--- src/rtl/mac_rgmii_rx_framer.sv ---
// RGMII RX framer: decodes RX_CTL, strips preamble/SFD and packs payload bytes into BYTES-wide words.
// FCS checking is built only when MAC_RX_FCS_CHECK_EN is defined.
module mac_rgmii_rx_framer #(
  parameter int unsigned BYTES   = 4,
  parameter int unsigned PRE_MIN = 6,
  parameter int unsigned MIN_LEN = 64,
  parameter int unsigned MAX_LEN = 1518,
  parameter int unsigned LEN_W   = 16
) (
  input  logic               rx_clk,
  input  logic               rst_n,
  input  logic [3:0]         d_rise,
  input  logic [3:0]         d_fall,
  input  logic               ctl_rise,
  input  logic               ctl_fall,
  output logic               out_vld,
  output logic [8*BYTES-1:0] out_data,
  output logic [BYTES-1:0]   out_keep,
  output logic               out_sof,
  output logic               out_eof,
  output logic               out_err,
  output logic [LEN_W-1:0]   frame_len,
  output logic [LEN_W-1:0]   cnt_good,
  output logic [LEN_W-1:0]   cnt_bad
);

  localparam int unsigned LW = (BYTES > 1) ? $clog2(BYTES) : 1;
  localparam int unsigned DW = 8 * BYTES;

  typedef enum logic [2:0] {StWait, StIdle, StPream, StData, StDrop} state_e;

  logic [7:0] rx_byte;
  logic       dv;
  logic       er;

  assign rx_byte = {d_fall, d_rise};
  assign dv      = ctl_rise;
  assign er      = ctl_rise ^ ctl_fall;

  state_e           state_q, state_d;
  logic [2:0]       pcnt_q, pcnt_d;
  logic [LEN_W-1:0] len_q, len_d;
  logic [LW-1:0]    lane_q, lane_d;
  logic [DW-1:0]    acc_q, acc_d;
  logic [DW-1:0]    stg_q, stg_d;
  logic             stg_vld_q, stg_vld_d;
  logic             first_q, first_d;
  logic             err_q, err_d;
  logic             vld_q, vld_d;
  logic             sof_q, sof_d;
  logic             eof_q, eof_d;
  logic             oerr_q, oerr_d;
  logic [DW-1:0]    data_q, data_d;
  logic [BYTES-1:0] keep_q, keep_d;
  logic [LEN_W-1:0] flen_q, flen_d;
  logic [LEN_W-1:0] good_q, bad_q;
  logic             good_inc, bad_inc;
  logic             crc_bad;
  logic             frame_bad;
  logic [BYTES-1:0] part_keep;
  logic             last_vld;
  logic [DW-1:0]    last_data;
  logic [BYTES-1:0] last_keep;

`ifdef MAC_RX_FCS_CHECK_EN
  logic [31:0] crc_q, crc_d;

  function automatic logic [31:0] crc_step(input logic [31:0] c, input logic [7:0] b);
    logic [31:0] r;
    r = c;
    for (int i = 0; i < 8; i++) begin
      r = (r >> 1) ^ ((r[0] ^ b[i]) ? 32'hEDB8_8320 : 32'h0000_0000);
    end
    return r;
  endfunction

  // Re-seeded throughout the preamble so it is at FFFFFFFF on the first data byte.
  always_comb begin
    crc_d = crc_q;
    if (state_q == StPream) begin
      crc_d = 32'hFFFF_FFFF;
    end else if (state_q == StData && dv) begin
      crc_d = crc_step(crc_q, rx_byte);
    end
  end

  always_ff @(posedge rx_clk or negedge rst_n) begin
    if (!rst_n) crc_q <= '0;
    else        crc_q <= crc_d;
  end

  assign crc_bad = (crc_q != 32'hDEBB_20E3);
`else
  assign crc_bad = 1'b0;
`endif

  assign frame_bad = err_q | (len_q < LEN_W'(MIN_LEN)) | crc_bad;

  // Final word of a frame: the partial accumulator if any lanes are used, else the staged word.
  always_comb begin
    part_keep = '0;
    for (int i = 0; i < BYTES; i++) begin
      part_keep[i] = (LW'(i) < lane_q);
    end
    if (lane_q != '0) begin
      last_vld  = 1'b1;
      last_data = acc_q;
      last_keep = part_keep;
    end else begin
      last_vld  = stg_vld_q;
      last_data = stg_q;
      last_keep = '1;
    end
  end

  always_comb begin
    state_d   = state_q;
    pcnt_d    = pcnt_q;
    len_d     = len_q;
    lane_d    = lane_q;
    acc_d     = acc_q;
    stg_d     = stg_q;
    stg_vld_d = stg_vld_q;
    first_d   = first_q;
    err_d     = err_q;
    vld_d     = 1'b0;
    sof_d     = 1'b0;
    eof_d     = 1'b0;
    oerr_d    = oerr_q;
    data_d    = data_q;
    keep_d    = keep_q;
    flen_d    = flen_q;
    good_inc  = 1'b0;
    bad_inc   = 1'b0;

    unique case (state_q)
      StWait: begin
        if (!dv) state_d = StIdle;
      end
      StIdle: begin
        if (dv && rx_byte == 8'h55) begin
          pcnt_d  = 3'd1;
          state_d = StPream;
        end
      end
      StPream: begin
        if (dv && rx_byte == 8'h55) begin
          if (pcnt_q != 3'd7) pcnt_d = pcnt_q + 3'd1;
        end else if (dv && rx_byte == 8'hD5 && pcnt_q >= 3'(PRE_MIN)) begin
          state_d   = StData;
          len_d     = '0;
          lane_d    = '0;
          acc_d     = '0;
          stg_vld_d = 1'b0;
          first_d   = 1'b1;
          err_d     = 1'b0;
        end else begin
          state_d = StIdle;
        end
      end
      StData: begin
        if (dv && len_q == LEN_W'(MAX_LEN)) begin
          // Oversize: flush what is pending as a bad eof and discard the rest.
          vld_d     = last_vld;
          data_d    = last_data;
          keep_d    = last_keep;
          sof_d     = first_q;
          eof_d     = 1'b1;
          oerr_d    = 1'b1;
          flen_d    = LEN_W'(MAX_LEN + 1);
          stg_vld_d = 1'b0;
          bad_inc   = 1'b1;
          state_d   = StDrop;
        end else if (dv) begin
          if (stg_vld_q) begin
            vld_d     = 1'b1;
            data_d    = stg_q;
            keep_d    = '1;
            sof_d     = first_q;
            first_d   = 1'b0;
            stg_vld_d = 1'b0;
          end
          for (int i = 0; i < BYTES; i++) begin
            if (lane_q == LW'(i)) acc_d[8*i +: 8] = rx_byte;
          end
          if (lane_q == LW'(BYTES - 1)) begin
            stg_d     = acc_d;
            stg_vld_d = 1'b1;
            acc_d     = '0;
            lane_d    = '0;
          end else begin
            lane_d = lane_q + LW'(1);
          end
          len_d = len_q + LEN_W'(1);
          if (er) err_d = 1'b1;
        end else begin
          if (len_q == '0) begin
            bad_inc = 1'b1;
          end else begin
            vld_d    = last_vld;
            data_d   = last_data;
            keep_d   = last_keep;
            sof_d    = first_q;
            eof_d    = 1'b1;
            oerr_d   = frame_bad;
            flen_d   = len_q;
            good_inc = ~frame_bad;
            bad_inc  = frame_bad;
          end
          stg_vld_d = 1'b0;
          state_d   = StIdle;
        end
      end
      StDrop: begin
        if (!dv) state_d = StIdle;
      end
      default: state_d = StWait;
    endcase
  end

  always_ff @(posedge rx_clk or negedge rst_n) begin
    if (!rst_n) begin
      state_q   <= StWait;
      pcnt_q    <= '0;
      len_q     <= '0;
      lane_q    <= '0;
      acc_q     <= '0;
      stg_q     <= '0;
      stg_vld_q <= 1'b0;
      first_q   <= 1'b0;
      err_q     <= 1'b0;
      vld_q     <= 1'b0;
      sof_q     <= 1'b0;
      eof_q     <= 1'b0;
      oerr_q    <= 1'b0;
      data_q    <= '0;
      keep_q    <= '0;
      flen_q    <= '0;
      good_q    <= '0;
      bad_q     <= '0;
    end else begin
      state_q   <= state_d;
      pcnt_q    <= pcnt_d;
      len_q     <= len_d;
      lane_q    <= lane_d;
      acc_q     <= acc_d;
      stg_q     <= stg_d;
      stg_vld_q <= stg_vld_d;
      first_q   <= first_d;
      err_q     <= err_d;
      vld_q     <= vld_d;
      sof_q     <= sof_d;
      eof_q     <= eof_d;
      oerr_q    <= oerr_d;
      data_q    <= data_d;
      keep_q    <= keep_d;
      flen_q    <= flen_d;
      if (good_inc && good_q != '1) good_q <= good_q + LEN_W'(1);
      if (bad_inc && bad_q != '1)   bad_q  <= bad_q + LEN_W'(1);
    end
  end

  assign out_vld   = vld_q;
  assign out_data  = data_q;
  assign out_keep  = keep_q;
  assign out_sof   = sof_q;
  assign out_eof   = eof_q;
  assign out_err   = oerr_q;
  assign frame_len = flen_q;
  assign cnt_good  = good_q;
  assign cnt_bad   = bad_q;

endmodule

--- config.mk ---
export PLATFORM = sky130hd
export DESIGN_NAME = mac_rgmii_rx_framer
export DESIGN_NICKNAME = d
export VERILOG_FILES = /design/src/rtl/mac_rgmii_rx_framer.sv
export SDC_FILE = /design/constraint.sdc
export NUM_CORES = 1
export LEC_CHECK = 0
export CORE_AREA = 4 4 157 159
export DETAILED_ROUTE_END_ITERATION = 16
export DIE_AREA = 0 0 161 163
export GPL_ROUTABILITY_DRIVEN = 0
export REMOVE_ABC_BUFFERS = 1
export SLEW_MARGIN = 30
export SYNTH_ARGS = -nofsm -noshare
export SYNTH_HDL_FRONTEND = slang
export SYNTH_SLANG_ARGS = --single-unit
--- constraint.sdc ---
create_clock -name rx_clk -period 3.5 [get_ports rx_clk]
set_input_delay 0.875 -clock rx_clk [delete_from_list [all_inputs] [get_ports rx_clk]]
set_output_delay 0.875 -clock rx_clk [all_outputs]
set_load 0.02 [all_outputs]
# --- Word-level counts from Yosys, hierarchy flattened ---
# Cells that the tools add are included.
totals:
  regBits: 179
  in_bits: 12
  word_cells: 167
op_classes:
  addsub: 5
  magnitude_cmp: 6
  n_eq_ne: 26
  n_mux: 86
  n_bitwise: 4
  reduce_logical: 22
op_table:
  columns: ["op", "n"]
  rows:
  - ["2-to-1 mux 32 bit", 10]
  - ["2-to-1 mux 16 bit", 7]
  - ["one-hot mux 32 bit (2 select lines)", 1]
  - ["adder 16 x 1 -> 16 bit (second input constant)", 3]
  - ["2-to-1 mux 1 bit", 39]
  - ["2-to-1 mux 8 bit", 4]
  - ["!= test 16 bit (second input constant)", 2]
  - ["one-hot mux 16 bit (2 select lines)", 1]
  - ["2-to-1 mux 3 bit", 7]
  - ["2-to-1 mux 4 bit", 5]
  - ["!= test 2 bit (second input constant)", 10]
  - ["== test 16 x 11 -> 1 bit (second input constant)", 1]
  - ["zero test 16 bit", 1]
  - ["< comparator 16 x 7 -> 1 bit (second input constant)", 1]
  - ["2-to-1 mux 2 bit", 6]
  - ["one-hot mux 3 bit (4 select lines)", 1]
  - ["AND reduction 6 bit", 2]
  - ["AND reduction 3 bit", 3]
  - ["== test 8 x 7 -> 1 bit (second input constant)", 1]
  - ["== test 8 bit (second input constant)", 1]
  - ["AND reduction 4 bit", 2]
  - ["== test 3 x 2 -> 1 bit (second input constant)", 2]
  - ["logical AND 1 bit", 6]
  - ["!= test 3 bit (second input constant)", 2]
  - ["other kinds (23)", 31]

# --- Logic depth before layout (Yosys ltp) ---
logic_depth:
  depth_word: 8
  ltp_mapped: 10

# --- Least setup slack after synthesis ---
# OpenSTA, ideal clock, no wires.
synth_timing:
  path_type: "input -> register"
  start: "input ctl_rise"
  end: "register flen_q[11], in the netlist frame_len[11]"
  setup_time_ps: 125
  t_arrival_ps: 2600
  required_time_ps: 3375
  slack_ps: 775
  cell_stages: 6
  path_buffers: 1
  path_cell_list: "or4b_2 or4_4 nand2_2 nor2_1 buf_4 mux2_4"
synth_via:
  elab_chain_len: 3
synth_rtl:
  columns: ["item", "line_no", "source"]
  rows:
  - ["from (decl)", "14", "input logic ctl_rise,"]
  - ["logical AND 1 bit", "162", "if (dv && len_q == LEN_W'(MAX_LEN)) begin"]
  - ["!= test 2 bit (no line) / != test 2 x 1 -> 1 bit (equally long branches)", null, null]
  - ["AND reduction 3 bit (no line)", null, null]
  - ["to (signal assigned)", "257", "flen_q <= flen_d;"]
  - ["to (decl)", "55", "logic [LEN_W-1:0] flen_q, flen_d;"]
# Parallel ways exist; a longest one is shown, timed or not.
# A chain may end at the register's enable or synchronous reset.

# --- Worst setup path in the final report ---
layout_timing:
  start: "register len_q[11]"
  end: "register data_q[23], in the netlist out_data[23]"
layout_via:
  elab_chain_len: 4
layout_rtl:
  columns: ["item", "line_no", "source"]
  rows:
  - ["from (decl)", "42", "logic [LEN_W-1:0] len_q, len_d;"]
  - ["from (signal assigned)", "244", "len_q <= len_d;"]
  - ["== test 16 x 11 -> 1 bit", "162", null]
  - ["logical AND 1 bit", "162", null]
  - ["!= test 3 x 1 -> 1 bit (no line) / != test 3 bit (equally long branches)", null, null]
  - ["AND reduction 3 bit (no line)", null, null]
  - ["to (signal assigned)", "255", "data_q <= data_d;"]
  - ["to (decl)", "53", "logic [DW-1:0] data_q, data_d;"]
# Parallel ways exist; a longest one is shown, timed or not.

==> impl_metrics.py <==
metrics = {
    "outcome": {
        "run_status": "completed",
    },
    "cells_and_area": {
        "area_growth_syn_to_layout_pct": 25.2,
        "post-route-util": 0.434,
        "drive_gt1_frac": 0.107,
        "n_antenna_cell": 0,
        "finalNetCount": 843,
    },
    "global_routing": {
        "grtUsageTotal": 0.152,
        "grt_antenna_before_repair": 0,
        "first_global_vias": 5876,
        "grt_max_degree": 63,
        "gr-total-overflow": 0,
        "grt_first_pass_wirelength_um": 32100,
    },
    "critical_path": {
        "arrival_ns": 3.33,
        "crit_path_end_kind": "flop",
        "cp_data_required_time_ns": 3.85,
        "crit_fanout": 19,
        "start_kind": "flop",
        "crit_type": "flop to flop",
    },
    "timing": {
        "fin_tns_setup_ns": 0,
        "tightest_slew_ns": 0.808,
        "hold_violations": 0,
        "skew_ns": 0.0176,
        "fmax_ghz": 0.335,
        "fin_crit_sh": 0.854,
        "relSlewSlack": 0.461,
        "grt_setup_unrepaired": "no",
        "setup_viol": 0,
        "drv_slew": 0,
        "fin_crit_ns": 2.99,
        "worst_hold_slack_ns": 0.431,
    },
    "logic_synthesis": {
        "yosysSeqAreaShare": 0.556,
        "synth_area_um2": 8060,
        "yosys_most_used_dff": "dfrtp_1",
        "syn_area_per_cell_um2": 11.2,
        "synth-seq-cells": 179,
        "ys_types": 60,
        "syn_inst": 719,
        "yosys_warnings": 0,
        "synthArstFlopShare": 1.00,
        "synth_edf_count": 0,
    },
    "drt": {
        "drc": 0,
        "first_iter_violations": 298,
        "dr.pass1.iters": 5,
        "wl_per_cell_um": 16.8,
        "vias_per_cell": 5.04,
        "wl_um": 19400,
        "drtAntennaViolNets": 0,
        "vias": 5797,
    },
    "placement": {
        "post-dp-hpwl_um": 13000,
        "portBuffers": 99,
    },
    "clock_tree": {
        "h-tree-depth": 4,
        "cts.hold.buffers_added": 0,
        "cts_buffers": 17,
        "cts_sinks": 179,
        "clk_latency_ns": 0.43,
        "cts.reportedPaths.clkPinSlew_ns": 0.08,
        "cts_resized": 0,
        "post_cts_buffers": 0,
        "clock-root-buffer": "clkbuf_16",
        "cts_buffer_depth": 2,
        "cts_tree": "built",
    },
    "floorplan": {
        "row_count": 56,
        "coreArea_um2": 23300,
        "pin_count": 100,
        "die-height_um": 163,
        "die_area_um2": 26200,
        "die_w_um": 161,
        "start_util": 0.346,
    },
    "worst_hold_path": {
        "hold_path.class": "primary input to async pin",
    },
    "power": {
        "finalPower_mw": 4.59,
        "leakage_nw": 4.40,
        "irDropWorstVdd_mv": 0.267,
        "power_density_nw_per_um2": 455,
    },
    "flow_run": {
        "cap_violations": 0,
    },
}
-- worst max-delay path, cell delays in order, from the launching register on --
cell	delay, ns
dfrtp_1	0.44
or4_4	0.60
o41a_4	0.55
nor2_2	0.64
buf_4	0.39
a21oi_1	0.12
a2bb2oi_1	0.16
-- cell usage in the layout (no fill, tap or decap), types with 17 or more instances in the layout --
master	instances
dfrtp_1	179
nor2_1	60
and3_1	19
a22o_1	18
a21oi_1	49
nand3_1	32
buf_4	20
nand2_1	57
clkbuf_16	17
mux2i_1	29
clkdlybuf4s50_1	98
a2bb2oi_1	26
xnor2_1	36
-- synthesized netlist by cell type (all sizes together) (2+ instances only) --
cell     number  area (um2)
dfrtp       179        4480
nor2         63         246
nand2        58         220
a21oi        49         245
xnor2        36         315
nand3        32         160
mux2i        29         290
buf          27         146
a2bb2oi      26         228
and3         20         125
a22o         18         158
mux2         17         218
nor3         15        75.1
o21ai        15        78.8
clkbuf       14        52.6
and2         12        75.1
ha           12         150
nand4        10        62.6
o22a          9        78.8
a221oi        8        70.1
a32o          8        80.1
inv           8        30.0
xor2          6        52.6
or4           5        45.0
a31oi         4        25.0
nand2b        4        25.0
nand4b        3        26.3
nor4          3        18.8
o22ai         3        18.8
and4          2        17.5
and4b         2        20.0
nand3b        2        15.0
o21a          2        15.0
o31ai         2        15.0
or2           2        12.5
or3           2        12.5
-- path summary, 6_finish.rpt --
check                            startpoint           end  slack [ns]  cells after the start
worst max register to register    len_q[11]  out_data[23]        0.51                      6
min in group rx_clk             out_keep[0]   out_keep[0]        0.47                      1
worst max-delay path              len_q[11]  out_data[23]        0.51                      6
worst min-delay path                  rst_n  out_data[20]        0.43                      1
max in group asynchronous             rst_n     acc_q[31]        2.32                      2
worst min register to register  out_keep[0]   out_keep[0]        0.47                      1
-- layout make-up --
type / instances / area, um2
sequential: 179 / 4480
multi-input combinational: 491 / 3370
clock inverter: 15 / 188
tap: 319 / 399
fill: 2267 / 13200
clock buffer: 17 / 425
timing repair buffer: 122 / 1200
inverter: 8 / 30.0
-- flip-flops by register name (all words and copies together) (netlist names), 2 cells and up --
signal,cells
acc_q,32
out_data,32
stg_q,32
cnt_bad,16
cnt_good,16
frame_len,16
len_q,16
out_keep,4
pcnt_q,3
state_q,3
lane_q,2
-- per-layer routing --
metal | wire [um] | GRT usage | share of wire
met5 | 0 | 0 | 0
met4 | 239 | 0.0364 | 0.012
met3 | 909 | 0.0428 | 0.047
met2 | 9090 | 0.240 | 0.47
met1 | 9130 | 0.209 | 0.47
-- cell families after synthesis --
logic type / Yosys count / share of synthesized area
multiplexers: 46 / 0.0630
AND/OR/NAND/NOR: 240 / 0.150
adder cells (fa/ha/maj): 12 / 0.0186
buffers and inverters: 49 / 0.0284
flip-flops: 179 / 0.556
XOR/XNOR: 42 / 0.0456
AO/OA/AOI/OAI: 151 / 0.139
-- per-stage QoR --
step | area (um2) | cells | setup WS (ns)
3_5_place_dp | 9480 | 1119 | 0.259
2_1_floorplan | 7860 | 678 | 0.624
4_1_cts | 10100 | 1151 | 0.506
6_report | 10100 | 1151 | 0.513
5_1_grt | 10100 | 1151 | 0.366
3_3_place_gp | 9470 | 1119 | 0.196
-- report_power, final --
part / switching, mW / internal [mW] / leakage [nW]
logic: 0.227 / 0.190 / 1.66
clock network: 0.922 / 1.03 / 0.297
registers: 0.0705 / 2.15 / 2.44
Note: power is estimated with default switching activity, not from simulation.
